<file path="src/rtl/sram_port_arb_if.sv">
// sram_port_arb_if
// Bundles the requester-side command/response signals and the SRAM-side
// port of the shared-SRAM arbiter.
//   slave  : the arbiter view (takes commands and mem_q, drives gnt/rvalid/
//            rdata/busy and the registered SRAM command).
//   master : the environment view (requesters plus the SRAM macro).
// Handshake: a requester raises req[i] with its payload and must hold both
// stable until gnt[i]; the command is accepted at the clock edge where
// req[i] && gnt[i]. Read data returns on rdata qualified by rvalid[i].
interface sram_port_arb_if #(
    parameter int NREQ = 4,
    parameter int AW   = 16,
    parameter int DW   = 32
);
    logic [NREQ-1:0]    req;
    logic [NREQ-1:0]    req_we;
    logic [NREQ-1:0]    req_lock;
    logic [NREQ*AW-1:0] req_addr;
    logic [NREQ*DW-1:0] req_wdata;
    logic [NREQ*DW-1:0] req_bwe;
    logic [NREQ-1:0]    gnt;
    logic [NREQ-1:0]    rvalid;
    logic [DW-1:0]      rdata;
    logic               mem_ce;
    logic               mem_we;
    logic [DW-1:0]      mem_bwe;
    logic [AW-1:0]      mem_addr;
    logic [DW-1:0]      mem_data;
    logic [DW-1:0]      mem_q;
    logic               busy;

    modport slave (
        input  req, req_we, req_lock, req_addr, req_wdata, req_bwe, mem_q,
        output gnt, rvalid, rdata, mem_ce, mem_we, mem_bwe, mem_addr,
               mem_data, busy
    );

    modport master (
        output req, req_we, req_lock, req_addr, req_wdata, req_bwe, mem_q,
        input  gnt, rvalid, rdata, mem_ce, mem_we, mem_bwe, mem_addr,
               mem_data, busy
    );
endinterface

</file>
<file path="src/rtl/sram_port_arb.sv">
// sram_port_arb
// Round-robin arbiter sharing one single-port SRAM between NREQ requesters.
// The winner's command is registered onto the SRAM port; read data comes
// back two cycles after the grant, steered to the issuer via rvalid.
// A requester may hold the port for up to MAX_BURST beats with req_lock.
// Ports:
//   clk          single clock
//   rst          asynchronous active-high reset
//   bus          sram_port_arb_if.slave (requester commands, SRAM port)
//   o_dbg_state  lock FSM state (0 = idle, 1 = locked)
module sram_port_arb #(
    parameter int NREQ      = 4,
    parameter int AW        = 16,
    parameter int DW        = 32,
    parameter int MAX_BURST = 4
) (
    input  logic                 clk,
    input  logic                 rst,
    sram_port_arb_if.slave       bus,
    output logic [0:0]           o_dbg_state
);
    localparam int              PW       = (NREQ > 1) ? $clog2(NREQ) : 1;
    localparam logic [PW:0]     NREQ_W   = NREQ[PW:0];
    localparam logic [PW:0]     ONE_P    = {{PW{1'b0}}, 1'b1};
    localparam logic [3:0]      MAXB_W   = MAX_BURST[3:0];
    localparam logic [NREQ-1:0] ONE_HOT0 = {{(NREQ-1){1'b0}}, 1'b1};

    typedef enum logic [0:0] {
        ST_IDLE   = 1'b0,
        ST_LOCKED = 1'b1
    } lock_state_e;

    lock_state_e     r_state;
    logic [PW-1:0]   r_ptr;
    logic [PW-1:0]   r_owner;
    logic [3:0]      r_cnt;

    logic            r_mem_ce;
    logic            r_mem_we;
    logic [DW-1:0]   r_mem_bwe;
    logic [AW-1:0]   r_mem_addr;
    logic [DW-1:0]   r_mem_data;

    // Read-return pipe: stage 0 during the SRAM access cycle, stage 1 while
    // mem_q holds the data.
    logic            r_p0_vld;
    logic [PW-1:0]   r_p0_id;
    logic            r_p1_vld;
    logic [PW-1:0]   r_p1_id;

    logic [2*NREQ-1:0] w_req_dbl;
    logic [NREQ-1:0]   w_req_rot;
    logic [PW:0]       w_rr_off;
    logic [PW-1:0]     w_rr_idx;
    logic [NREQ-1:0]   w_owner_oh;
    logic              w_owner_req;
    logic              w_others;
    logic              w_hold;
    logic [PW-1:0]     w_win;
    logic [NREQ-1:0]   w_gnt;
    logic              w_accept;
    logic              w_win_we;
    logic              w_win_lock;
    logic [AW-1:0]     w_win_addr;
    logic [DW-1:0]     w_win_data;
    logic [DW-1:0]     w_win_bwe;

    // (a + b) mod NREQ for a < NREQ and b < NREQ.
    function automatic logic [PW-1:0] wrap_add(input logic [PW-1:0] a,
                                               input logic [PW:0]   b);
        logic [PW:0] s;
        s = {1'b0, a} + b;
        if (s >= NREQ_W) begin
            s = s - NREQ_W;
        end
        return s[PW-1:0];
    endfunction

    // Rotating the doubled request vector by ptr puts the scan start at
    // bit 0, so the lowest set bit is the round-robin offset from ptr.
    assign w_req_dbl = {bus.req, bus.req};
    assign w_req_rot = w_req_dbl[r_ptr +: NREQ];

    always_comb begin
        w_rr_off = '0;
        for (int j = NREQ - 1; j >= 0; j--) begin
            if (w_req_rot[j]) begin
                w_rr_off = j[PW:0];
            end
        end
    end

    assign w_rr_idx    = wrap_add(r_ptr, w_rr_off);
    assign w_owner_oh  = ONE_HOT0 << r_owner;
    assign w_owner_req = |(bus.req & w_owner_oh);
    assign w_others    = |(bus.req & ~w_owner_oh);

    // The owner keeps the port while requesting, unless its burst budget is
    // spent and someone else is waiting; then plain round-robin takes over
    // (ptr already points just past the owner).
    assign w_hold = (r_state == ST_LOCKED) && w_owner_req &&
                    ((r_cnt < MAXB_W) || !w_others);
    assign w_win  = w_hold ? r_owner : w_rr_idx;
    assign w_gnt  = (rst || !(|bus.req)) ? '0 : (ONE_HOT0 << w_win);
    assign w_accept   = |w_gnt;
    assign w_win_we   = |(w_gnt & bus.req_we);
    assign w_win_lock = |(w_gnt & bus.req_lock);

    always_comb begin
        w_win_addr = '0;
        w_win_data = '0;
        w_win_bwe  = '0;
        for (int i = 0; i < NREQ; i++) begin
            if (w_gnt[i]) begin
                w_win_addr = bus.req_addr[i*AW +: AW];
                w_win_data = bus.req_wdata[i*DW +: DW];
                w_win_bwe  = bus.req_bwe[i*DW +: DW];
            end
        end
    end

    always_ff @(posedge clk or posedge rst) begin
        if (rst) begin
            r_state    <= ST_IDLE;
            r_ptr      <= '0;
            r_owner    <= '0;
            r_cnt      <= '0;
            r_mem_ce   <= 1'b0;
            r_mem_we   <= 1'b0;
            r_mem_bwe  <= '0;
            r_mem_addr <= '0;
            r_mem_data <= '0;
            r_p0_vld   <= 1'b0;
            r_p0_id    <= '0;
            r_p1_vld   <= 1'b0;
            r_p1_id    <= '0;
        end else begin
            r_mem_ce <= w_accept;
            if (w_accept) begin
                r_mem_we   <= w_win_we;
                r_mem_bwe  <= w_win_bwe;
                r_mem_addr <= w_win_addr;
                r_mem_data <= w_win_data;
                r_ptr      <= wrap_add(w_win, ONE_P);
            end
            r_p0_vld <= w_accept && !w_win_we;
            r_p0_id  <= w_win;
            r_p1_vld <= r_p0_vld;
            r_p1_id  <= r_p0_id;

            case (r_state)
                ST_IDLE: begin
                    if (w_accept && w_win_lock) begin
                        r_state <= ST_LOCKED;
                        r_owner <= w_win;
                        r_cnt   <= 4'd1;
                    end
                end
                ST_LOCKED: begin
                    if (w_accept && (w_win == r_owner)) begin
                        if (w_win_lock) begin
                            // Saturate once the budget is spent.
                            if (r_cnt < MAXB_W) begin
                                r_cnt <= r_cnt + 4'd1;
                            end
                        end else begin
                            r_state <= ST_IDLE;
                            r_cnt   <= '0;
                        end
                    end else if (w_accept && w_win_lock) begin
                        // Another requester won and asks for its own lock.
                        r_owner <= w_win;
                        r_cnt   <= 4'd1;
                    end else begin
                        // Owner dropped req (or lost on budget) without a
                        // new lock request from the winner.
                        r_state <= ST_IDLE;
                        r_cnt   <= '0;
                    end
                end
                default: begin
                    r_state <= ST_IDLE;
                    r_cnt   <= '0;
                end
            endcase
        end
    end

    assign bus.gnt      = w_gnt;
    assign bus.rvalid   = r_p1_vld ? (ONE_HOT0 << r_p1_id) : '0;
    assign bus.rdata    = r_p1_vld ? bus.mem_q : '0;
    assign bus.mem_ce   = r_mem_ce;
    assign bus.mem_we   = r_mem_we;
    assign bus.mem_bwe  = r_mem_bwe;
    assign bus.mem_addr = r_mem_addr;
    assign bus.mem_data = r_mem_data;
    assign bus.busy     = w_accept | r_mem_ce | r_p0_vld | r_p1_vld;
    assign o_dbg_state  = r_state;
endmodule

</file>
<file path="src/flat_wrapper.sv">
// flat-port wrapper written by rule: the top's interface ports become plain ports
module sram_port_arb_flat 
#(
    parameter int NREQ      = 4,
    parameter int AW        = 16,
    parameter int DW        = 32,
    parameter int MAX_BURST = 4
)
  (clk, rst, o_dbg_state, bus_req, bus_req_we, bus_req_lock, bus_req_addr, bus_req_wdata, bus_req_bwe, bus_mem_q, bus_gnt, bus_rvalid, bus_rdata, bus_mem_ce, bus_mem_we, bus_mem_bwe, bus_mem_addr, bus_mem_data, bus_busy);
  sram_port_arb_if #(.NREQ(NREQ), .AW(AW), .DW(DW)) bus_i ();
  input  logic clk;
  input  logic rst;
  output logic [0:0] o_dbg_state;
  input wire logic [$bits(bus_i.req)-1:0] bus_req;
  input wire logic [$bits(bus_i.req_we)-1:0] bus_req_we;
  input wire logic [$bits(bus_i.req_lock)-1:0] bus_req_lock;
  input wire logic [$bits(bus_i.req_addr)-1:0] bus_req_addr;
  input wire logic [$bits(bus_i.req_wdata)-1:0] bus_req_wdata;
  input wire logic [$bits(bus_i.req_bwe)-1:0] bus_req_bwe;
  input wire logic [$bits(bus_i.mem_q)-1:0] bus_mem_q;
  output wire logic [$bits(bus_i.gnt)-1:0] bus_gnt;
  output wire logic [$bits(bus_i.rvalid)-1:0] bus_rvalid;
  output wire logic [$bits(bus_i.rdata)-1:0] bus_rdata;
  output wire logic [$bits(bus_i.mem_ce)-1:0] bus_mem_ce;
  output wire logic [$bits(bus_i.mem_we)-1:0] bus_mem_we;
  output wire logic [$bits(bus_i.mem_bwe)-1:0] bus_mem_bwe;
  output wire logic [$bits(bus_i.mem_addr)-1:0] bus_mem_addr;
  output wire logic [$bits(bus_i.mem_data)-1:0] bus_mem_data;
  output wire logic [$bits(bus_i.busy)-1:0] bus_busy;
  assign bus_i.req = bus_req;
  assign bus_i.req_we = bus_req_we;
  assign bus_i.req_lock = bus_req_lock;
  assign bus_i.req_addr = bus_req_addr;
  assign bus_i.req_wdata = bus_req_wdata;
  assign bus_i.req_bwe = bus_req_bwe;
  assign bus_i.mem_q = bus_mem_q;
  assign bus_gnt = bus_i.gnt;
  assign bus_rvalid = bus_i.rvalid;
  assign bus_rdata = bus_i.rdata;
  assign bus_mem_ce = bus_i.mem_ce;
  assign bus_mem_we = bus_i.mem_we;
  assign bus_mem_bwe = bus_i.mem_bwe;
  assign bus_mem_addr = bus_i.mem_addr;
  assign bus_mem_data = bus_i.mem_data;
  assign bus_busy = bus_i.busy;
  sram_port_arb #(.NREQ(NREQ), .AW(AW), .DW(DW), .MAX_BURST(MAX_BURST)) u_core (.clk(clk), .rst(rst), .bus(bus_i), .o_dbg_state(o_dbg_state));
endmodule
</file>
<file path="config.mk">
export PLATFORM = sky130hd
export DESIGN_NAME = sram_port_arb_flat
export DESIGN_NICKNAME = d
export VERILOG_FILES = /design/src/rtl/sram_port_arb_if.sv /design/src/rtl/sram_port_arb.sv /design/src/flat_wrapper.sv
export SDC_FILE = /design/constraint.sdc
export NUM_CORES = 1
export LEC_CHECK = 0
export ABC_CLOCK_PERIOD_IN_PS = 9200
export CAP_MARGIN = 20
export CORE_AREA = 5 5 187 189
export DETAILED_ROUTE_END_ITERATION = 8
export DIE_AREA = 0 0 192 194
export PLACE_DENSITY = 0.63
export SETUP_SLACK_MARGIN = 0.5
export SYNTH_ARGS = -nofsm -noshare
export SYNTH_HDL_FRONTEND = slang
export SYNTH_SLANG_ARGS = --single-unit
export TNS_END_PERCENT = 100
</file>
<file path="constraint.sdc">
create_clock -name clk -period 9.2 [get_ports clk]
set_input_delay 0.92 -clock clk [delete_from_list [all_inputs] [get_ports clk]]
set_output_delay 0.92 -clock clk [all_outputs]
set_load 0.005 [all_outputs]
</file>
==> key figures, run 1 <==
Layout
  – Commonest cells after routing, fill and taps aside: 489 x clkdlybuf4s50_1, 97 x dfrtp_1, 89 x nand2_1, 81 x a221oi_2, 81 x o21ai_1
  – Share of cells above drive strength 1: around an eighth
  – # fillers: 3,364
  – Final core utilization: between 30% and 40%
  – Area Growth Syn to Fin: 89.5%
  – Finished Layout Cells: 1,506
  – Most common cell after layout, fill and taps aside: clkdlybuf4s50_1
  – Final #Nets: 1,426
  – Antenna cells: 0

Hold path
  – Worst Hold Class: flip-flop to flip-flop
  – WHS Path Cells: 0

Global routing
  – First-pass GRT wire length: 44.1 mm
  – Largest net degree at the start of global routing: 54
  – Vias in the first global route: 7,347
  – GRT Util Overall: 15.3%
  – Initial antenna violation count: 1
  – Total grt overflow: 0

Drt
  – Vias per Instance: 4.56
  – TritonRoute pass-1 iters: 5
  – Routed length per instance: 20.0 um
  – Routed vias: 6,873
  – DRT Wirelength: 30.1 mm
  – Final ANT Viol Nets: 0
  – Final routed DRC violation total: 0
  – 1st-iter DRT viols: 200

Critical path
  – Worst path cell trace: clkdlybuf4s50_1 > inv_1 > a311oi_1 > a31oi_1 > a211o_1 > ha_1 > xnor2_1 > xnor2_1 > mux2i_1 > inv_1 > ha_1 > o41ai_2 > buf_4 > inv_1 > or4_1 > clkdlybuf4s50_1
  – Critical Path Slowest Stage Cell: clkdlybuf4s50_1
  – Crit path max fanout: 43
  – Crit-path most repeated cell: inv_1
  – Crit Path Class: input pin to primary output
  – Critical Path Start Type: input pin
  – Arrival time worst endpoint: 5.43 ns
  – R2R cell count: 16
  – Critical Path Sink Type: primary output
  – CP required: 8.28 ns
  – Max incr delay on CP: 0.62 ns

STA
  – Peak Freq: roughly 160 MHz
  – Final Setup Violations: 0
  – Setup TNS: 0 ns
  – Period minus WS final: ~6.3 ns
  – Final hold vios: 0
  – Final setup skew: 0.0127 ns
  – Slew Limit Fails: 0
  – Slew HR: around two fifths
  – Worst-margin pin slew: 0.876 ns
  – Final period util: 69.0%
  – Unrepaired setup endpoints after global routing: false

Synthesis
  – EDFF count, synth: 0
  – Mapped Area: 6130 um^2
  – Synth unique cells: between 50 and 60
  – Seq cells post-synth: just under 100
  – Gate Count Post-Synth: 606
  – Seq/Total Area, Yosys: between 30% and 40%
  – Asr flop ratio synth: 100%
  – YS warnings: 0
  – Cell taking the most area after synthesis: dfrtp_1
  – Syn nets: 978
  – Leading register cell type out of synthesis: dfrtp_1
  – Mean Syn Cell Area: 10.1 um^2
  – Top cell type's share of synthesized area: approximately 40%
  – Top cells by area, synth: dfrtp_1 40%, a221oi_2 20%, o22ai_1 8.2%

Floorplanning
  – Die Area: roughly 37,000 um^2
  – Die height: 194 um
  – Die Wd: 192 um
  – Count of standard-cell rows: 67
  – Core area: 33,100 um^2
  – Starting Density: between 10% and 20%
  – I/O pin count: 490

Power and ir drop
  – Pwr/cell area: between 300 and 400 nW/um^2
  – Clock share of power: 10.1%
  – Power Internal: 2.35 mW
  – Switching Share: between 40% and 50%
  – Flop pwr share: between 10% and 20%
  – Max VDD drop: 0.160 mV
  – NetSw: 1.86 mW
  – P_leak: between 4 and 5 nW
  – Logic pwr share: roughly 70%

Clocking
  – H-Tree Depth: 3
  – Skew-Pair Late Insertion Delay: 0.35 ns
  – Root Driver: clkbuf_16
  – Sink Count: 97
  – Setup repair bufs after CTS: 0
  – Hold Buf Count CTS: 0
  – Post-CTS Resized: 0
  – CTS tree: yes
  – Max Buffers Root-to-Sink: 2
  – Clock-pin slew on the worst setup and hold paths: 0.07 ns
  – CTS Buf Count: 9

Placement
  – Placer Congestion: 0.785
  – Port bufs: 489
  – DP HPWL: roughly 24 mm
  – Placed Cells: 1,491

Run status
  – Status: finished clean

Run
  – Max cap viols: 0
==> critical path: cells and delay by family <==
kind | cells | cell delay, ns
compound gates | 4 | 1.06
xor+xnor | 2 | 0.39
fa+ha+maj | 2 | 0.42
buf+inv | 6 | 1.95
mux | 1 | 0.27
simple gates | 1 | 0.40
==> routing by layer <==
| metal | GRT usage, % | up-vias | part of all wire, % |
|---|---|---|---|
| met5 | 0 | - | 0.043 |
| met4 | 3.59 | 2 | 1.7 |
| met3 | 4.90 | 21 | 9.2 |
| met2 | 27.1 | 340 | 50 |
| met1 | 17.8 | 3264 | 39 |
| li1 | - | 3246 | - |
==> state kept, by name (all words and copies together), names as in the netlist, 2 cells and up <==
register	cells
u_core.r_ptr	2
u_core.r_p0_id	2
u_core.bus.mem_addr	16
u_core.bus.mem_data	32
u_core.r_cnt	4
u_core.r_p1_id	2
u_core.bus.mem_bwe	32
u_core.r_owner	2
==> path summary, 6_finish.rpt <==
path | startpoint | slack (ns) | end
worst max register to register | u_core.r_ptr[0] | 4.21 | u_core.bus.mem_addr[9]
worst max-delay path | bus_req[1] | 2.85 | bus_busy
worst min register to register | u_core.r_p0_id[0] | 0.35 | u_core.r_p1_id[0]
worst min-delay path | u_core.r_p0_id[0] | 0.35 | u_core.r_p1_id[0]
max in group asynchronous | rst | 6.95 | u_core.bus.mem_data[14]
min in group asynchronous | rst | 0.99 | u_core.bus.mem_data[21]
==> cell usage after synthesis, types with 2 or more instances <==
| cell | n |
|---|---|
| a21oi_1 | 2 |
| nor3_1 | 2 |
| buf_6 | 12 |
| mux2_2 | 4 |
| nor2b_1 | 2 |
| clkbuf_1 | 17 |
| nor3b_1 | 4 |
| o21ai_0 | 2 |
| mux2i_1 | 2 |
| nor2_1 | 5 |
| a22oi_1 | 2 |
| inv_1 | 8 |
| and2_1 | 33 |
| buf_4 | 10 |
| and3_1 | 3 |
| a211o_1 | 2 |
| o22ai_1 | 80 |
| nand3_1 | 3 |
| nand2_1 | 90 |
| buf_2 | 23 |
| a221oi_2 | 81 |
| dfrtp_1 | 97 |
| xnor2_1 | 4 |
| and2_4 | 2 |
| o21ai_1 | 81 |
| a31oi_1 | 2 |
| ha_1 | 6 |
==> cells by family (layout without fill, tap and decap cells) <==
| family | count (synthesis) | count (layout) | synth area share, % |
|---|---|---|---|
| multiplexers | 8 | 8 | 1.61 |
| AND/OR/NAND/NOR | 156 | 156 | 12.5 |
| XOR/XNOR | 4 | 4 | 0.571 |
| adder cells (fa/ha/maj) | 6 | 6 | 1.22 |
| buffers and inverters | 71 | 523 | 6.90 |
| AO/OA/AOI/OAI | 264 | 264 | 37.6 |
| flip-flops | 97 | 97 | 39.6 |
==> layout make-up <==
cell class                      count  area [um^2]  area share, %
Sequential cell                    97         2430           20.9
Timing Repair Buffer              499         4970           42.8
Clock inverter                      4         77.6          0.667
Tap cell                          448          561           4.82
Inverter                            9         36.3          0.312
Clock buffer                       11          243           2.09
Multi-Input combinational cell    438         3310           28.5
==> power by group through the flow <==
stage          combinational [mW]  sequential (mW)  clock (mW)
2_1_floorplan                1.92            0.818           0
3_3_place_gp                 2.93            0.841           0
3_5_place_dp                 3.00            0.845           0
4_1_cts                      2.99            0.841       0.445
5_1_grt                      3.25            0.871       0.459
6_report                     2.95            0.839       0.425
==> through the flow <==
stage          worst slack, ns  total power [mW]  hold slack (ns)  area, um^2
2_1_floorplan             4.29              2.74            0.331        6130
3_3_place_gp              2.88              3.77            0.338       11300
3_5_place_dp              2.83              3.84            0.342       11300
4_1_cts                   2.81              4.28            0.358       11600
5_1_grt                   2.48              4.58            0.371       11600
6_report                  2.85              4.21            0.354       11600
No activity file was read; power rests on OpenSTA's default activity.
==> run 2, diff against run 1 <==
--- a/config.mk
+++ b/config.mk
@@ -5,7 +5,7 @@
 export SDC_FILE = /design/constraint.sdc
 export NUM_CORES = 1
 export LEC_CHECK = 0
-export ABC_CLOCK_PERIOD_IN_PS = 9200
+export ABC_CLOCK_PERIOD_IN_PS = 6050
 export CAP_MARGIN = 20
 export CORE_AREA = 5 5 187 189
 export DETAILED_ROUTE_END_ITERATION = 8
==> constraint.sdc (replaced) <==
create_clock -name clk -period 6.05 [get_ports clk]
set_input_delay 0.605 -clock clk [delete_from_list [all_inputs] [get_ports clk]]
set_output_delay 0.605 -clock clk [all_outputs]
set_load 0.005 [all_outputs]
==> run 2 against run 1 <==
Net effect:
- first-iteration DRC count is 61% higher
- power up 54%
- worst setup slack got worse by 2.0 ns
- final cell count increased by 0.46%
- sequential share of layout area down 0.15 points
- critical path type unchanged
- highest routed layer is now met4
==> key figures, run 2 (synthesized netlist as in run 1, its figures left out) <==
Run status
  – Status: finished clean (unchanged)

Floorplanning
  – Die height: 194 um (unchanged)
  – Die Wd: 192 um (unchanged)
  – Die Area: 37,200 um^2 (unchanged)
  – Core area: 33,100 um^2 (unchanged)
  – I/O pin count: 490 (unchanged)
  – Starting Density: 18.5% (unchanged)
  – Count of standard-cell rows: 67 (unchanged)

STA
  – Final hold vios: 0 (unchanged)
  – Peak Freq: 192 MHz
  – Worst-margin pin slew: 0.815 ns (was 0.876 ns)
  – Period minus WS final: ~5.2 ns
  – Final setup skew: 0.00887 ns (was 0.0127 ns)
  – WHS: 0.357 ns (was 0.354 ns)
  – Setup TNS: 0 ns (unchanged)
  – Slew HR: 45.7% (was 41.6%)
  – Slew Limit Fails: 0 (unchanged)
  – Final Setup Violations: 0 (unchanged)
  – Unrepaired setup endpoints after global routing: false (unchanged)
  – Final period util: a little under nine tenths

Layout
  – Final #Nets: 1,432 (was 1,426)
  – Most common cell after layout, fill and taps aside: clkdlybuf4s50_1 (unchanged)
  – Final core utilization: 35.3% (was 35.1%)
  – Area Growth Syn to Fin: 90.8% (was 89.5%)
  – # fillers: 3,344 (was 3,364)
  – Share of cells above drive strength 1: 12.4% (was 11.8%)
  – Commonest cells after routing, fill and taps aside: 489 x clkdlybuf4s50_1, 97 x dfrtp_1, 89 x nand2_1, 81 x a221oi_2, 81 x o21ai_1 (unchanged)

Hold path
  – WHS Path Cells: 0 (unchanged)
  – Worst Hold Class: flip-flop to flip-flop (unchanged)

Critical path
  – Delay-heaviest family, CP: buffers and inverters (unchanged)
  – Worst path cell trace: clkdlybuf4s50_1 > inv_1 > a311oi_1 > a31oi_1 > a211o_1 > ha_1 > xnor2_1 > xnor2_1 > mux2i_1 > inv_1 > ha_1 > o41ai_4 > inv_1 > or4_1 > clkdlybuf4s50_1 (was clkdlybuf4s50_1 > inv_1 > a311oi_1 > a31oi_1 > a211o_1 > ha_1 > xnor2_1 > xnor2_1 > mux2i_1 > inv_1 > ha_1 > o41ai_2 > buf_4 > inv_1 > or4_1 > clkdlybuf4s50_1)
  – Critical Path Slowest Stage Cell: clkdlybuf4s50_1 (unchanged)
  – R2R cell count: 14 (was 16)
  – Critical Path Sink Type: primary output (unchanged)
  – Crit path max fanout: 8 (was 43)
  – Critical Path Start Type: input pin (unchanged)
  – Crit Path Class: input pin to primary output (unchanged)
  – Worst Path Buf+Inv: 5 (was 6)
  – Arrival time worst endpoint: 4.60 ns (was 5.43 ns)
  – Max incr delay on CP: 0.62 ns (about the same)
  – Crit-path most repeated cell: inv_1 (unchanged)
  – CP required: 5.44 ns (was 8.28 ns)
  – Critical Path Stages: 15 (was 16)

Clocking
  – Clock-pin slew on the worst setup and hold paths: 0.07 ns (about the same)
  – CTS Buf Count: 9 (unchanged)
  – Skew-Pair Late Insertion Delay: 0.35 ns (about the same)
  – Sink Count: 97 (unchanged)
  – CTS tree: yes (unchanged)
  – H-Tree Depth: 3 (unchanged)
  – Max Buffers Root-to-Sink: 2 (unchanged)
  – Setup repair bufs after CTS: 0 (unchanged)
  – Hold Buf Count CTS: 0 (unchanged)
  – Root Driver: clkbuf_16 (unchanged)

Drt
  – DRT Wirelength: 30.1 mm (about the same)
  – TritonRoute pass-1 iters: 5 (unchanged)
  – Final ANT Viol Nets: 0 (unchanged)
  – 1st-iter DRT viols: 321 (was 200)
  – Vias per Instance: 4.54 (was 4.56)
  – Final routed DRC violation total: 0 (unchanged)
  – Routed vias: 6,870 (was 6,873)
  – Routed length per instance: 19.9 um (was 20.0 um)

Placement
  – Placer Congestion: 0.808 (was 0.785)
  – Port bufs: 489 (unchanged)
  – DP HPWL: 23.7 mm (about the same)

Global routing
  – First-pass GRT wire length: 43.5 mm (was 44.1 mm)
  – Largest net degree at the start of global routing: 58 (was 54)
  – Vias in the first global route: 7,321 (was 7,347)
  – Initial antenna violation count: 2 (was 1)
  – Total grt overflow: 0 (unchanged)
  – GRT Util Overall: 15.1% (was 15.3%)

Run
  – Max cap viols: 0 (unchanged)

Power and ir drop
  – Max VDD drop: 0.386 mV (was 0.160 mV)
  – P_leak: 4.49 nW (was 4.44 nW)
  – Power Total: 6.50 mW (was 4.21 mW)
  – Pwr/cell area: 556 nW/um^2 (was 362 nW/um^2)
==> run 2: cell types whose count changed in the layout (fill, tap and decap cells not counted), sizes merged <==
| cell | delta |
|---|---|
| buf | +6 |
| inv | +1 |
| diode | +1 |
| clkbuf | -1 |
==> run 2: cell type report <==
cell class                 instances  area [um^2]  share of cell area (%)
tap                              448          561                    4.79
inverter                           9         36.3                   0.310
sequential                        97         2430                    20.7
timing repair buffer             505         5040                    43.1
clock inverter                     5         78.8                   0.674
antenna                            1         2.50                  0.0214
clock buffer                      10          239                    2.04
multi-input combinational        438         3320                    28.4
==> run 2: repair_timing <==
item | CTS | global route
resized for setup | 0 | 1
endpoints found under the hold margin | 0 | 0
setup endpoints to repair | 0 | 1
==> run 2: power by group <==
group          switching (mW)  internal [mW]  leakage, nW
sequential              0.224           1.04         1.14
clock                   0.271          0.372        0.159
combinational            2.36           2.23         3.19
==> run 2: routing by layer <==
metal,global-route usage [%],part of all wire (%),up-vias
li1,-,-,3249
met3,4.66,9.1,35
met2,26.3,49,341
met5,0,0,-
met1,17.6,40,3245
met4,4.62,2.5,0
==> run 2: worst register-to-register path: stages (launching register included) <==
cell      delay, ns
dfrtp_1        0.55
nor3_1         0.11
a311oi_1       0.26
a31oi_1        0.07
a211o_1        0.28
ha_1           0.19
xnor2_1        0.26
xnor2_1        0.14
mux2i_1        0.27
inv_1          0.13
ha_1           0.26
o41ai_4        0.42
buf_4          0.47
buf_4          0.60
mux2_2         0.44
==> run 2: final timing paths <==
path                       slack [ns]               from                      end
max reg2reg                      1.51    u_core.r_ptr[0]          u_core.r_ptr[1]
max                              0.84         bus_req[1]                 bus_busy
min                              0.36  u_core.r_p0_id[1]        u_core.r_p1_id[1]
max in group asynchronous        4.12                rst   u_core.bus.mem_bwe[12]
min in group asynchronous        0.66                rst  u_core.bus.mem_addr[15]
min reg2reg                      0.36  u_core.r_p0_id[1]        u_core.r_p1_id[1]
==> run 2: metrics by stage <==
stage / cells / setup slack [ns] / area (um^2)
floorplan: 606 / 1.77 / 6130
global placement: 1497 / 0.764 / 11400
detailed placement: 1497 / 0.659 / 11400
CTS: 1512 / 0.731 / 11700
global route: 1513 / 0.516 / 11700
finish: 1513 / 0.841 / 11700
